[src/rtl/led_status_pkg.sv]
// Shared definitions for the status-LED driver: channel mode codes and burst FSM states.
package led_status_pkg;

  localparam logic [2:0] LED_OFF   = 3'd0;
  localparam logic [2:0] LED_ON    = 3'd1;
  localparam logic [2:0] LED_SLOW  = 3'd2;
  localparam logic [2:0] LED_FAST  = 3'd3;
  localparam logic [2:0] LED_BURST = 3'd4;

  typedef enum logic [1:0] {
    ST_GAP = 2'd0,
    ST_ON  = 2'd1,
    ST_OFF = 2'd2
  } burst_state_e;

endpackage

[src/rtl/led_burst_fsm.sv]
// Per-channel burst-code sequencer: dark gap, then n flashes of BURST_ON ticks on / BURST_ON ticks off.
module led_burst_fsm
  import led_status_pkg::*;
#(
  parameter int BURST_ON  = 64,
  parameter int BURST_GAP = 512
) (
  input  logic       clk,
  input  logic       rst_n,
  input  logic       tick,
  input  logic       enable,
  input  logic [3:0] burst_cnt,
  output logic       lit
);

  localparam int CNT_MAX = (BURST_GAP > BURST_ON) ? BURST_GAP : BURST_ON;
  localparam int TCNT_W  = $clog2(CNT_MAX + 1);
  localparam logic [TCNT_W-1:0] GAP_LAST = TCNT_W'(BURST_GAP - 1);
  localparam logic [TCNT_W-1:0] ON_LAST  = TCNT_W'(BURST_ON - 1);

  burst_state_e      state_q, state_d;
  logic [TCNT_W-1:0] tcnt_q, tcnt_d;
  logic [3:0]        fcnt_q, fcnt_d;
  logic [3:0]        n_q, n_d;
  logic              lit_q, lit_d;

  always_comb begin
    state_d = state_q;
    tcnt_d  = tcnt_q;
    fcnt_d  = fcnt_q;
    n_d     = n_q;
    // Leaving or entering burst mode always restarts from a fresh gap.
    if (!enable) begin
      state_d = ST_GAP;
      tcnt_d  = '0;
      fcnt_d  = '0;
    end else if (tick) begin
      case (state_q)
        ST_GAP: begin
          if (tcnt_q == GAP_LAST) begin
            n_d     = burst_cnt;
            tcnt_d  = '0;
            fcnt_d  = '0;
            state_d = (burst_cnt != 4'd0) ? ST_ON : ST_GAP;
          end else begin
            tcnt_d = tcnt_q + TCNT_W'(1);
          end
        end
        ST_ON: begin
          if (tcnt_q == ON_LAST) begin
            tcnt_d  = '0;
            fcnt_d  = fcnt_q + 4'd1;
            state_d = ST_OFF;
          end else begin
            tcnt_d = tcnt_q + TCNT_W'(1);
          end
        end
        ST_OFF: begin
          if (tcnt_q == ON_LAST) begin
            tcnt_d  = '0;
            state_d = (fcnt_q == n_q) ? ST_GAP : ST_ON;
          end else begin
            tcnt_d = tcnt_q + TCNT_W'(1);
          end
        end
        default: begin
          state_d = ST_GAP;
          tcnt_d  = '0;
          fcnt_d  = '0;
        end
      endcase
    end
    lit_d = (state_d == ST_ON);
  end

  always_ff @(posedge clk or negedge rst_n) begin
    if (!rst_n) begin
      state_q <= ST_GAP;
      tcnt_q  <= '0;
      fcnt_q  <= '0;
      n_q     <= '0;
      lit_q   <= 1'b0;
    end else begin
      state_q <= state_d;
      tcnt_q  <= tcnt_d;
      fcnt_q  <= fcnt_d;
      n_q     <= n_d;
      lit_q   <= lit_d;
    end
  end

  assign lit = lit_q;

endmodule

[src/rtl/led_status_ctrl.sv]
// Multi-channel status-LED driver with shared prescaler/phase counter and a host liveness echo.
module led_status_ctrl
  import led_status_pkg::*;
#(
  parameter int N_CH       = 4,
  parameter int TICK_DIV   = 8192,
  parameter int PH_W       = 12,
  parameter int SLOW_BIT   = 11,
  parameter int FAST_BIT   = 8,
  parameter int BURST_ON   = 64,
  parameter int BURST_GAP  = 512,
  parameter int ECHO_W     = 8,
  parameter int ACTIVE_LOW = 0
) (
  input  logic                i_fpga_clk,
  input  logic                i_rst_n,
  input  logic [3*N_CH-1:0]   i_mode,
  input  logic [4*N_CH-1:0]   i_burst_cnt,
  input  logic                i_lamp_test,
  input  logic [ECHO_W-1:0]   i_fpga_workin,
  output logic [ECHO_W-1:0]   o_fpga_workout,
  output logic                o_tick,
  output logic [N_CH-1:0]     o_led
);

  localparam int PRESC_W = (TICK_DIV > 1) ? $clog2(TICK_DIV) : 1;
  localparam logic [PRESC_W-1:0] PRESC_LAST = PRESC_W'(TICK_DIV - 1);
  localparam logic [N_CH-1:0]    LED_INV    = (ACTIVE_LOW != 0) ? '1 : '0;

  logic [PRESC_W-1:0] presc_q, presc_d;
  logic               tick_q, tick_d;
  logic [PH_W-1:0]    phase_q, phase_d;
  logic [N_CH-1:0]    led_q, led_d;
  logic [ECHO_W-1:0]  echo_q, echo_d;
  logic [N_CH-1:0]    burst_en;
  logic [N_CH-1:0]    burst_lit;
  logic [N_CH-1:0]    lit;

  always_comb begin
    presc_d = (presc_q == PRESC_LAST) ? '0 : presc_q + PRESC_W'(1);
    tick_d  = (presc_q == PRESC_LAST);
    phase_d = tick_q ? phase_q + PH_W'(1) : phase_q;
    echo_d  = i_fpga_workin + ECHO_W'(1);
  end

  for (genvar k = 0; k < N_CH; k++) begin : g_ch
    assign burst_en[k] = (i_mode[3*k +: 3] == LED_BURST);

    led_burst_fsm #(
      .BURST_ON  (BURST_ON),
      .BURST_GAP (BURST_GAP)
    ) u_burst (
      .clk       (i_fpga_clk),
      .rst_n     (i_rst_n),
      .tick      (tick_q),
      .enable    (burst_en[k]),
      .burst_cnt (i_burst_cnt[4*k +: 4]),
      .lit       (burst_lit[k])
    );
  end

  // Reserved mode codes fall through to dark, same as OFF.
  always_comb begin
    lit = '0;
    for (int k = 0; k < N_CH; k++) begin
      case (i_mode[3*k +: 3])
        LED_ON:    lit[k] = 1'b1;
        LED_SLOW:  lit[k] = phase_q[SLOW_BIT];
        LED_FAST:  lit[k] = phase_q[FAST_BIT];
        LED_BURST: lit[k] = burst_lit[k];
        default:   lit[k] = 1'b0;
      endcase
    end
    led_d = ({N_CH{i_lamp_test}} | lit) ^ LED_INV;
  end

  always_ff @(posedge i_fpga_clk or negedge i_rst_n) begin
    if (!i_rst_n) begin
      presc_q <= '0;
      tick_q  <= 1'b0;
      phase_q <= '0;
      led_q   <= LED_INV;
      echo_q  <= '0;
    end else begin
      presc_q <= presc_d;
      tick_q  <= tick_d;
      phase_q <= phase_d;
      led_q   <= led_d;
      echo_q  <= echo_d;
    end
  end

  assign o_tick         = tick_q;
  assign o_led          = led_q;
  assign o_fpga_workout = echo_q;

endmodule

[config.mk]
export PLATFORM = sky130hd
export DESIGN_NAME = led_status_ctrl
export DESIGN_NICKNAME = d
export VERILOG_FILES = /design/src/rtl/led_status_pkg.sv /design/src/rtl/led_burst_fsm.sv /design/src/rtl/led_status_ctrl.sv
export SDC_FILE = /design/constraint.sdc
export NUM_CORES = 1
export LEC_CHECK = 0
export CELL_PAD_IN_SITES_DETAIL_PLACEMENT = 1
export CELL_PAD_IN_SITES_GLOBAL_PLACEMENT = 1
export CORE_ASPECT_RATIO = 1.1
export CORE_MARGIN = 4
export CORE_UTILIZATION = 45
export DETAILED_ROUTE_END_ITERATION = 16
export DONT_BUFFER_PORTS = 1
export HOLD_SLACK_MARGIN = 0.06
export PLACE_DENSITY_LB_ADDON = 0.1
export SETUP_SLACK_MARGIN = 0.5
export SYNTH_ARGS = -nofsm -noshare
export SYNTH_HDL_FRONTEND = slang
export SYNTH_SLANG_ARGS = --single-unit
[constraint.sdc]
create_clock -name i_fpga_clk -period 3.4 [get_ports i_fpga_clk]
set_clock_uncertainty 0.05 [all_clocks]
set_input_delay 0.68 -clock i_fpga_clk [delete_from_list [all_inputs] [get_ports i_fpga_clk]]
set_output_delay 0.68 -clock i_fpga_clk [all_outputs]
set_load 0.01 [all_outputs]
### Word level (Yosys, flattened, before mapping)

Index checks and enable logic that the tools add are counted.

| storage, ports and cells | value |
|---|---|
| bits in read-only memories | 0 |
| output and inout bits | 13 |
| word-level logic and storage cells | 191 |
| register bits | 122 |
| bits in writable memories | 0 |
| latch bits | 0 |
| memories | 0 |

| operators by class | value |
|---|---|
| bitwise gates (word level) | 1 |
| multiply operators | 0 |
| muxes and demuxes | 77 |
| div/mod/pow operators | 0 |
| $add $sub $neg | 11 |
| shift operators | 0 |
| reductions and logical operators | 20 |
| order comparisons | 0 |
| equality and inequality tests | 57 |

Operators by type and width:

| cell | count |
|---|---|
| $mux 10 | 16 |
| $pmux 10 s2 | 4 |
| $mux 4 | 16 |
| $pmux 4 s3 | 4 |
| $add 10x1->10 const B | 4 |
| $eq 10x6->1 const B | 4 |
| $eq 10x9->1 const B | 4 |
| $mux 2 | 20 |
| $reduce_and 4->1 | 8 |
| $eq 3x2->1 const B | 8 |
| $ne 3x3->1 const B | 8 |
| $pmux 2 s3 | 4 |
| $add 4x1->4 const B | 4 |
| $eq 2x1->1 const B | 8 |
| $eq 4x4->1 | 4 |
| $ne 2x2->1 const B | 8 |
| $pmux 1 s4 | 4 |
| $reduce_bool 4->1 | 4 |
| $add 13x1->13 const B | 1 |
| $eq 13x13->1 const B | 1 |
| $mux 13 | 1 |
| $add 12x1->12 const B | 1 |
| $eq 3x1->1 const B | 4 |
| $eq 3x3->1 const B | 4 |
| 6 further kinds | 22 |

### Longest topological paths before layout

Gate-level depths: netlist of run 1.

| depth | value |
|---|---|
| depth after elaboration | 7 |
| gate-level depth with buffers | 8 |
| gate-level depth less buffers | 7 |

### Cells and area by module

A second synthesis of run 1 with hierarchy kept.

| second synthesis, totals | value |
|---|---|
| cells, all modules | 717 |
| area, all modules | 6925.4 um^2 |

By module, submodules not included:

| module | seq. area each (um^2) | cells each | times used | area an instance (um^2) |
|---|---|---|---|---|
| led_burst_fsm at g_ch[1].u_burst ... | 525.5 | 142 | 3 | 1313.8 |
| led_status_ctrl | 950.9 | 149 | 1 | 1675.4 |
| led_burst_fsm at g_ch[0].u_burst | 525.5 | 142 | 1 | 1308.8 |

### Worst setup path after synthesis of run 1

No wires, ideal clock.

| path | value |
|---|---|
| path kind | flip-flop to flip-flop |
| start point | reg g_ch[1].u_burst.tcnt_q[6] |
| end point | reg g_ch[1].u_burst.fcnt_q[3] |
| data required time | 3.268 ns |
| period minus slack after synthesis | 2.639 ns |
| slack | 0.761 ns |
| setup time | 0.082 ns |
| stages on the path, launching flop included | 7 |
| arrival time | 2.507 ns |
| cells stage by stage | dfrtp_1 -> or4_1 -> or3_1 -> buf_2 -> a2111o_1 -> or4b_1 -> a31oi_1 |

| between the ends | value |
|---|---|
| word-level cells in the longest chain between the ends | 3 |

RTL lines:

| item | line | source |
|---|---|---|
| from (decl) | led_burst_fsm.sv:22 | `logic [TCNT_W-1:0] tcnt_q, tcnt_d;` |
| from (signal assigned) | led_burst_fsm.sv:85 | `tcnt_q <= tcnt_d;` |
| $eq 10x6->1 / $eq 10x9->1 (equally long branches) | led_burst_fsm.sv:50, led_burst_fsm.sv:40 |  |
| $ne 3x3->1 (no source line) | n/a |  |
| $reduce_and 4->1 (no source line) * | n/a |  |
| to (signal assigned) | led_burst_fsm.sv:86 | `fcnt_q <= fcnt_d;` |
| to (decl) | led_burst_fsm.sv:23 | `logic [3:0] fcnt_q, fcnt_d;` |

Every way passes the cells marked *; elsewhere a longest branch is shown, timed or not.
A chain may end at the register's enable or synchronous reset.

### Worst setup path after layout of run 1

Same ends and word-level chain as after synthesis.

==> results of run 1 <==
per-stage QoR:
step | hold slack, ns | util, % | instance area, sq um
finish | -0.0901 | 52.3 | 7610
global route | -0.118 | 52.3 | 7610
CTS | -0.115 | 52.2 | 7600
detailed placement | 0.338 | 47.8 | 6970
global placement | 0.338 | 47.8 | 6970
floorplan | 0.334 | - | 6740
power groups by stage:
stage / Sequential (uW) / Combinational, uW / Clock (uW)
floorplan: 1500 / 45.1 / 0
finish: 1480 / 61.0 / 1900
detailed placement: 1500 / 62.3 / 0
global placement: 1500 / 59.5 / 0
global route: 1480 / 69.2 / 2020
CTS: 1480 / 62.0 / 1960
path summary, 6_finish.rpt:
check / startpoint / to / slack, ns / cells past startpoint
worst max-delay path: g_ch[1].u_burst.tcnt_q[6]$_DFFE_PN0N_ / g_ch[1].u_burst.fcnt_q[3]$_DFFE_PN0P_ / 0.61 / 5
worst min-delay path: i_rst_n / g_ch[0].u_burst.state_q[1]$_DFF_PN0_ / -0.09 / 0
worst max register to register: g_ch[1].u_burst.tcnt_q[6]$_DFFE_PN0N_ / g_ch[1].u_burst.fcnt_q[3]$_DFFE_PN0P_ / 0.61 / 5
worst min register to register: presc_q[0]$_DFF_PN0_ / presc_q[0]$_DFF_PN0_ / 0.41 / 1
max in group asynchronous: i_rst_n / g_ch[3].u_burst.tcnt_q[2]$_DFFE_PN0N_ / 3.20 / 0
min in group i_fpga_clk: i_fpga_workin[0] / o_fpga_workout[0]$_DFF_PN0_ / 0.27 / 1
Yosys cell counts, types with 16 or more instances:
library cell              number
sky130_fd_sc_hd__nand4_1      16
sky130_fd_sc_hd__nor2_1       47
sky130_fd_sc_hd__a21oi_1      40
sky130_fd_sc_hd__inv_1        25
sky130_fd_sc_hd__ha_1         27
sky130_fd_sc_hd__nand2_1      74
sky130_fd_sc_hd__mux2_2       17
sky130_fd_sc_hd__xnor2_1      26
sky130_fd_sc_hd__dfrtp_1     122
sky130_fd_sc_hd__o21ai_0      36
sky130_fd_sc_hd__nand3_1      37
sky130_fd_sc_hd__nor3_1       16
sky130_fd_sc_hd__xor2_1       18
routing by layer:
layer	routed length [um]	vias up	GRT usage (%)
li1	-	2597	-
met1	7460	2728	25.6
met2	8670	87	36.7
met3	623	23	4.75
met4	274	0	6.94
met5	0	-	0
layout make-up:
| class | count | area, sq um |
|---|---|---|
| clock buffers | 20 | 467 |
| clock inverters | 12 | 163 |
| fillers | 1626 | 6950 |
| inverters | 26 | 97.6 |
| multi-input cells | 539 | 3540 |
| flip-flops and latches | 122 | 3050 |
| well taps | 192 | 240 |
| repair buffers | 7 | 52.6 |
sequential cells by signal (all words and copies together) (netlist names), 4 cells and up:
name,cells
g_ch.u_burst.fcnt_q,16
g_ch.u_burst.n_q,16
g_ch.u_burst.tcnt_q,40
g_ch.u_burst.lit,4
g_ch.u_burst.state_q,8
presc_q,13
o_led,4
phase_q,12
o_fpga_workout,8
cell families after synthesis:
logic type,Yosys count
AND/OR/NAND/NOR,292
AO/OA/AOI/OAI,147
flip-flops,122
XOR/XNOR,44
buffers and inverters,42
multiplexers,29
adder cells (fa/ha/maj),27
timing repair:
action                                  in CTS  in global routing
endpoints found under the setup margin       0                  2
resized for setup                            0                  2
hold endpoints to repair                   122                122
==> metrics.cfg, run 1 <==
[worst_setup_path]
cp_max_fo=8
critical_path_required_ns=3.69
worstPathArrival_ns=3.08
critical_path_class=register to register
timing.critical_path.slowest_cell_delay_ns=0.55
worstPathCellList=or4_1, or3_1, a2111o_1, or4b_1, a31oi_1
critPathCaptureType=register
critical-path-top-delay-family=simple AND/OR/NAND/NOR gates
worst_path_max_delay_cell=sky130_fd_sc_hd__or4_1
critical_path.startpoint_type=register
worst-path-buf-inv=0

[cells_and_area]
leading_cell_type_in_the_layout_fill_and_taps_excluded=sky130_fd_sc_hd__dfrtp_1
final_layout_net_count=779
antennaDiodeCount=0
layout-drive-gt1-share_pct=10.3
final_cells=918
synthToLayoutAreaGrowth_pct=13.0
highest_count_cells_in_the_layout_ignoring_fill_and_taps=sky130_fd_sc_hd__dfrtp_1, sky130_fd_sc_hd__nand2_1, sky130_fd_sc_hd__nor2_1

[die]
die_h_um=136
core_area_sq_mm=0.0146
die_w_um=125
start_util_pct=46.3
row_count=46
die-area_sq_mm=0.0170
pin_count=52

[synth]
synth_top_flop_cell=sky130_fd_sc_hd__dfrtp_1
yosys.area_share.adder_pct=5.02
synth_enable_flop_cells=0
netlist_instances=703
yosys_warnings=0
synth_fp_nets=769
muxShareOfSynthArea_pct=4.63
synth.cell_area_sq_mm=0.00674
ys_seq_elements=122
post-synth-top-area-cell=sky130_fd_sc_hd__dfrtp_1
yosysTopAreaCellShare_pct=45.3
yosys.area_share.simple_pct=22.8
synthTopCellsByArea=sky130_fd_sc_hd__dfrtp_1, sky130_fd_sc_hd__ha_1, sky130_fd_sc_hd__nand2_1
synth_compound_area_share_pct=14.1
synth_top_family_by_area=simple AND/OR/NAND/NOR gates
synth_sequential_area_ratio_pct=45.3
yosysUniqueCellTypes=59
synth_xor_xnor_area_share_pct=5.72
avgSynthCellArea_sq_um=9.58
synth-async-reset-ratio_pct=100

[drt]
initialDrtViolationCount=211
route.final.wire_length_um=17000
vias=5435
remaining_drc_errors=0
drt_first_pass_iters=6
postRouteAntennaNets=0
wire_per_inst_um=18.5
avgViaCountPerCell=5.92

[place]
detailedPlace.worstSlack_ns=0.602
detailed_place_hpwl_um=11800
place.gp.congestion=0.883
portBuffers=0
placed_cells=886

[timing]
hold_viol_final=122
finalMaxSlewViolations=0
maxClockFrequency_ghz=0.358
timing.max_slew.rel_slack_pct=39.1
timing_worst_slew_pin_value_ns=0.912
worst_slack_setup_final_ns=0.605
grt_setup_unrepaired=no
timing.final.setup_violations=0
hold_ws_ns=-0.0901
layout_min_cycle_time_ns=2.79
setup_tns_ns=0
finalCritPeriodShare_pct=82.2

[clock_network]
clock_insertion_delay_worst_skew_ns=0.41
clkSlewWorstSetupHoldPaths_ns=0.06
tritoncts=done
h-tree-depth=4
ctsRootBufferMaster=sky130_fd_sc_hd__clkbuf_16
clock_sinks=122
max-clock-path-buffers=2
post-cts-setup-buffer-count=0
cts_made_buffers=17

[pwr]
clkPwrFrac_pct=55.3
power.combinational.fraction_pct=1.8
power_frac_seq_pct=42.9
power.density_cell_area_mw_per_mm2=452
total_switching_power_uw=735
power_switching_share_pct=21.4
total_power_uw=3440
intPower_uw=2710
p_leak_uw=0.00321
vdd_drop_max_uv=354

[global_routing]
sum_of_overflow_across_all_layers_after_global_routing=0
global_route_wire_length_before_repair_um=28900
global_route.usage.total_pct=20.9
initial_antenna_violation_count=0
largest_net_degree_at_the_start_of_global_routing=123
via_count_of_the_first_global_routing_pass=5841

[worst_hold_path]
hold_path_class=input port to asynchronous set/reset pin

[outcome]
failed_checks=hold timing
status=finished, violations left

[job]
maxCapViolations=0

No activity file was read; power rests on OpenSTA's default activity.
==> run 2, diff against run 1 <==
Clock period 3.4 ns to 2.59 ns, I/O delays scaled along.
==> run 2 against run 1 <==
Compared with the run above: the run still ends with hold timing left; die area unchanged; core utilization increased by 5.8 points; wire length increased by 11%; register-to-register slack got worse by 0.53 ns; maximum frequency increased by 11%; sequential share of layout area decreased by 3.9 points; critical path depth unchanged; sequential power increased by 31%; first-iteration DRC count increased by 56%; via count increased by 7.3%; total power increased by 31%; global-route usage increased by 0.75 points; critical path type unchanged; largest power group unchanged.
==> metrics.cfg, run 2 (same netlist as run 1, synthesis figures left out) <==
[cells_and_area]
layout-drive-gt1-share_pct=23.3
registers.top_by_ff_count=g_ch.u_burst.tcnt_q
synthToLayoutAreaGrowth_pct=25.5
top_regs=g_ch.u_burst.tcnt_q x40, g_ch.u_burst.fcnt_q x16, g_ch.u_burst.n_q x16
final_layout_net_count=831
highest_count_cells_in_the_layout_ignoring_fill_and_taps=sky130_fd_sc_hd__dfrtp_1, sky130_fd_sc_hd__nand2_1, sky130_fd_sc_hd__buf_4
final_area_sq_mm=0.00845
max_reg_flops=40
antennaDiodeCount=0
leading_cell_type_in_the_layout_fill_and_taps_excluded=sky130_fd_sc_hd__dfrtp_1

[drt]
drt_first_pass_iters=4
avgViaCountPerCell=6.02
remaining_drc_errors=0
wire_per_inst_um=19.5
postRouteAntennaNets=0
initialDrtViolationCount=329
route.final.wire_length_um=18900
vias=5833

[worst_hold_path]
hold_path_class=input port to asynchronous set/reset pin

[global_routing]
global_route.usage.total_pct=21.7
via_count_of_the_first_global_routing_pass=6196
global_route_wire_length_before_repair_um=30100
sum_of_overflow_across_all_layers_after_global_routing=0
largest_net_degree_at_the_start_of_global_routing=123
initial_antenna_violation_count=0

[die]
die-area_sq_mm=0.0170
start_util_pct=46.3
core_area_sq_mm=0.0146
pin_count=52
die_w_um=125
row_count=46
die_h_um=136

[place]
cell_area_reported_after_detailed_placement_sq_mm=0.00712
detailed_place_hpwl_um=12200
portBuffers=0
place.gp.congestion=0.900

[worst_setup_path]
critical_path_class=register to register
timing.critical_path.slowest_cell_delay_ns=0.55
worst_path_max_delay_cell=sky130_fd_sc_hd__or4_4
worstPathCellList=or4_4, or3_4, a2111o_1, or4b_1, a31oi_1
worstPathArrival_ns=2.79
critical_path.startpoint_type=register
worst-path-buf-inv=0
critical-path-top-delay-family=simple AND/OR/NAND/NOR gates
critical_path_required_ns=2.87
critPathCaptureType=register
cp_max_fo=3

[pwr]
power.density_cell_area_mw_per_mm2=535
clkPwrFrac_pct=54.9
p_leak_uw=0.00360
intPower_uw=3590
power_frac_seq_pct=42.9
power_switching_share_pct=20.5
vdd_drop_max_uv=410
power.combinational.fraction_pct=2.2
total_switching_power_uw=925

[timing]
setup_tns_ns=0
timing.max_slew.rel_slack_pct=63.2
finalMaxSlewViolations=0
grt_setup_unrepaired=yes
maxClockFrequency_ghz=0.397
hold_ws_ns=-0.263
layout_min_cycle_time_ns=2.52
timing_worst_slew_pin_value_ns=0.550
hold_viol_final=122
timing.final.setup_violations=0
finalCritPeriodShare_pct=97.1

[job]
maxCapViolations=0

[clock_network]
clock_sinks=122
clock_insertion_delay_worst_skew_ns=0.42
cts_made_buffers=17
clkSlewWorstSetupHoldPaths_ns=0.06
h-tree-depth=4
ctsRootBufferMaster=sky130_fd_sc_hd__clkbuf_16
max-clock-path-buffers=2
tritoncts=done

[outcome]
status=finished, violations left
failed_checks=hold timing

## run 2: power by group through the flow
| stage | sequential, uW | clock [uW] | combinational, uW |
|---|---|---|---|
| global route | 1940 | 2600 | 110 |
| global placement | 1970 | 0 | 82.8 |
| detailed placement | 1970 | 0 | 86.3 |
| CTS | 1940 | 2510 | 93.0 |
| floorplan | 1970 | 0 | 61.2 |
| finish | 1940 | 2480 | 100 |
## run 2: layout make-up
class	instances	area (sq um)
clock inverter	8	115
multi-input combinational	539	3960
fill	1620	6110
tap	192	240
timing repair buffer	59	478
inverter	26	97.6
sequential	122	3060
clock buffer	23	498
## run 2: per-layer routing
layer | track usage [%] | share of wire, % | vias to the layer above
met2 | 38.1 | 52 | 133
li1 | - | - | 2694
met1 | 25.5 | 42 | 2965
met5 | 0 | 0 | -
met3 | 5.30 | 4.0 | 41
met4 | 9.01 | 2.5 | 0
## run 2: repair_timing
item | CTS | global route
endpoints found under the hold margin | 122 | 122
setup endpoints to repair | 56 | 70
pin swaps | 11 | 29
gates resized for setup | 35 | 50
setup buffers | 17 | 21
## run 2: final timing paths
path | start | end | slack (ns) | cells past startpoint
setup / recovery | g_ch[1].u_burst.tcnt_q[8]$_DFFE_PN0N_ | g_ch[1].u_burst.fcnt_q[3]$_DFFE_PN0P_ | 0.07 | 5
hold / removal | i_rst_n | g_ch[0].u_burst.fcnt_q[2]$_DFFE_PN0P_ | -0.26 | 0
setup reg to reg | g_ch[1].u_burst.tcnt_q[8]$_DFFE_PN0N_ | g_ch[1].u_burst.fcnt_q[3]$_DFFE_PN0P_ | 0.07 | 5
hold reg to reg | g_ch[2].u_burst.lit$_DFF_PN0_ | o_led[2]$_DFF_PN0_ | 0.41 | 1
max in group asynchronous | i_rst_n | g_ch[3].u_burst.tcnt_q[8]$_DFFE_PN0N_ | 2.53 | 0
min in group i_fpga_clk | i_fpga_workin[0] | o_fpga_workout[0]$_DFF_PN0_ | 0.10 | 1
## run 2: stage by stage
stage	hold slack [ns]	total power (uW)	instances	setup WS (ns)	utilization, %
2_1_floorplan	0.172	2030	703	0.0471	-
3_3_place_gp	0.176	2050	900	0.143	48.9
3_5_place_dp	0.175	2060	900	0.0977	48.9
4_1_cts	-0.276	4540	948	0.0885	55.2
5_1_grt	-0.278	4650	969	0.0149	58.0
6_report	-0.263	4520	969	0.0742	58.0
==> edit (flow settings as in run 1) <==
Remove the register `led_q`: a continuous assignment takes its place, so the output `o_led` follows one clock earlier.
--- a/src/rtl/led_status_ctrl.sv
+++ b/src/rtl/led_status_ctrl.sv
@@ -79,16 +79,16 @@
       presc_q <= '0;
       tick_q  <= 1'b0;
       phase_q <= '0;
-      led_q   <= LED_INV;
       echo_q  <= '0;
     end else begin
       presc_q <= presc_d;
       tick_q  <= tick_d;
       phase_q <= phase_d;
-      led_q   <= led_d;
       echo_q  <= echo_d;
     end
   end
+
+  assign led_q = led_d;
 
   assign o_tick         = tick_q;
   assign o_led          = led_q;
Formal check against the unedited RTL: not equivalent (a bounded check fails within 4 cycles, from zero or initial values and one cycle with i_rst_n low).
==> edit against run 1 <==
  * The run still ends with negative hold slack left
  * Global-route usage increased by 0.44 points
  * Worst hold slack improved by 0.0024 ns
  * Sequential cell count decreased by 4
  * Sequential power decreased by 3%
  * Cell area decreased by 1.7%
  * Clock power about the same
  * Power decreased by 1.3%
  * Largest power group unchanged
  * Critical endpoint is now g_ch[2].u_burst.fcnt_q[2]
  * Area after synthesis decreased by 2.0%
  * Count of clock-buffer cells in the layout increased by 1
  * Setup slack improved by 0.31 ns
  * Via count decreased by 5.3%
  * Routed wire length decreased by 1.6%
==> edit: results <==
set metrics [dict create \
    critPathMaxFanout 12 \
    firstDrtPassIters 4 \
    p_leak_nw 3.33 \
    place.gp.congestion 0.877 \
    first_iter_violations 287 \
    cts_buffer_depth 2 \
    synth.top_cells.by_count "118 x dfrtp_1, 58 x nand2_1, 42 x nand3_1" \
    ys_seq_area_frac 0.447 \
    antenna_found_initial 0 \
    path_delay_family "compound AO/OA/AOI/OAI gates" \
    ctsResizeCount 0 \
    cpPeakStageDelay_ns 0.66 \
    worstSkewPairLatency_ns 0.42 \
    dp_worst_setup_slack_ns 0.818 \
    grt_max_degree 119 \
    vias_per_cell 5.89 \
    syn_nets 720 \
    drt_wl_total_um 16700 \
    yosys_warnings 0 \
    synthArstFlopShare 1.00 \
    cts_root_buffer "clkbuf_16" \
    hold_viol 118 \
    clkTransAtPathRegs_ns 0.05 \
    grt_pass1_vias 5603 \
    htree_num_levels 4 \
    violations "negative hold slack" \
    synthTopCellsByArea "dfrtp_1 45%, ha_1 5.1%, xor2_1 3.8%" \
    synth_cells 654 \
    synth_edf_count 0 \
    hpwlAfterDp_um 11600 \
    maxSlewHeadroom 0.399 \
    holdWs_ns -0.0876 \
    nFillCells 1597 \
    cts_made_buffers 17 \
    grt.total_usage 0.214 \
    grt_pass1_wl_um 28100 \
    p_seq_mw 1.43 \
    drive_above_1_share 0.122 \
    diodes 0 \
    hp-class "input pin to asynchronous set/reset pin" \
    cp_slowest_cell "o31ai_2" \
    switching_share 0.201 \
    pwr-share-comb 0.019 \
    ir_drop_mv 0.373 \
    port_buffers 0 \
    synth_cell_types 71 \
    status "finished with violations" \
    placed_area_mm2 0.00686 \
    placed_cells 844 \
    p_comb_mw 0.0653 \
    top_regs "g_ch.u_burst.tcnt_q: 40 flops, g_ch.u_burst.fcnt_q: 16 flops, g_ch.u_burst.n_q: 16 flops" \
    nNetsFinal 737 \
    instances_no_fill 874 \
]
edit: cell count changes after synthesis, moves of 8 or more:
| cell | delta |
|---|---|
| a21oi_1 | -16 |
| nand2_1 | -16 |
| xor2_1 | +11 |
| o21ai_0 | -10 |
| mux2i_1 | -9 |
| nor2_1 | -8 |
| or4_1 | -8 |
edit: area by class of cell:
type	count	area (µm²)	area share
flip-flops and latches	118	2950	0.395
clock inverters	9	150	0.0201
inverters	22	82.6	0.0110
well taps	192	240	0.0321
clock buffers	21	470	0.0629
repair buffers	8	60.1	0.00803
multi-input cells	504	3520	0.471
edit: kinds of logic (layout without fill, tap and decap cells):
kind of cell	Yosys count	after routing	share of synthesized area
AOI/OAI and AO/OA	140	140	0.152
xor gates and xnor gates	55	55	0.0730
adders and majority gates	27	27	0.0512
buffers and inverters	32	60	0.0188
DFF	118	118	0.447
muxes	25	25	0.0444
and+or+nand+nor	257	257	0.213
edit: path summary, 6_finish.rpt:
kind / slack (ns) / end / start / cells after the start
setup / recovery: 0.92 / g_ch[2].u_burst.fcnt_q[2] / g_ch[2].u_burst.tcnt_q[0] / 6
hold / removal: -0.09 / g_ch[3].u_burst.n_q[1] / i_rst_n / 0
setup reg to reg: 0.92 / g_ch[2].u_burst.fcnt_q[2] / g_ch[2].u_burst.tcnt_q[0] / 6
hold reg to reg: 0.41 / presc_q[0] / presc_q[0] / 1
max in group asynchronous: 3.15 / g_ch[0].u_burst.state_q[1] / i_rst_n / 0
min in group i_fpga_clk: 0.27 / o_fpga_workout[0] / i_fpga_workin[0] / 1
edit: routing by layer:
layer	GRT usage	share of wire	up-vias
met3	0.0524	0.040	27
met5	0	0	-
met2	0.355	0.50	88
met4	0.0775	0.022	0
met1	0.270	0.44	2591
li1	-	-	2442
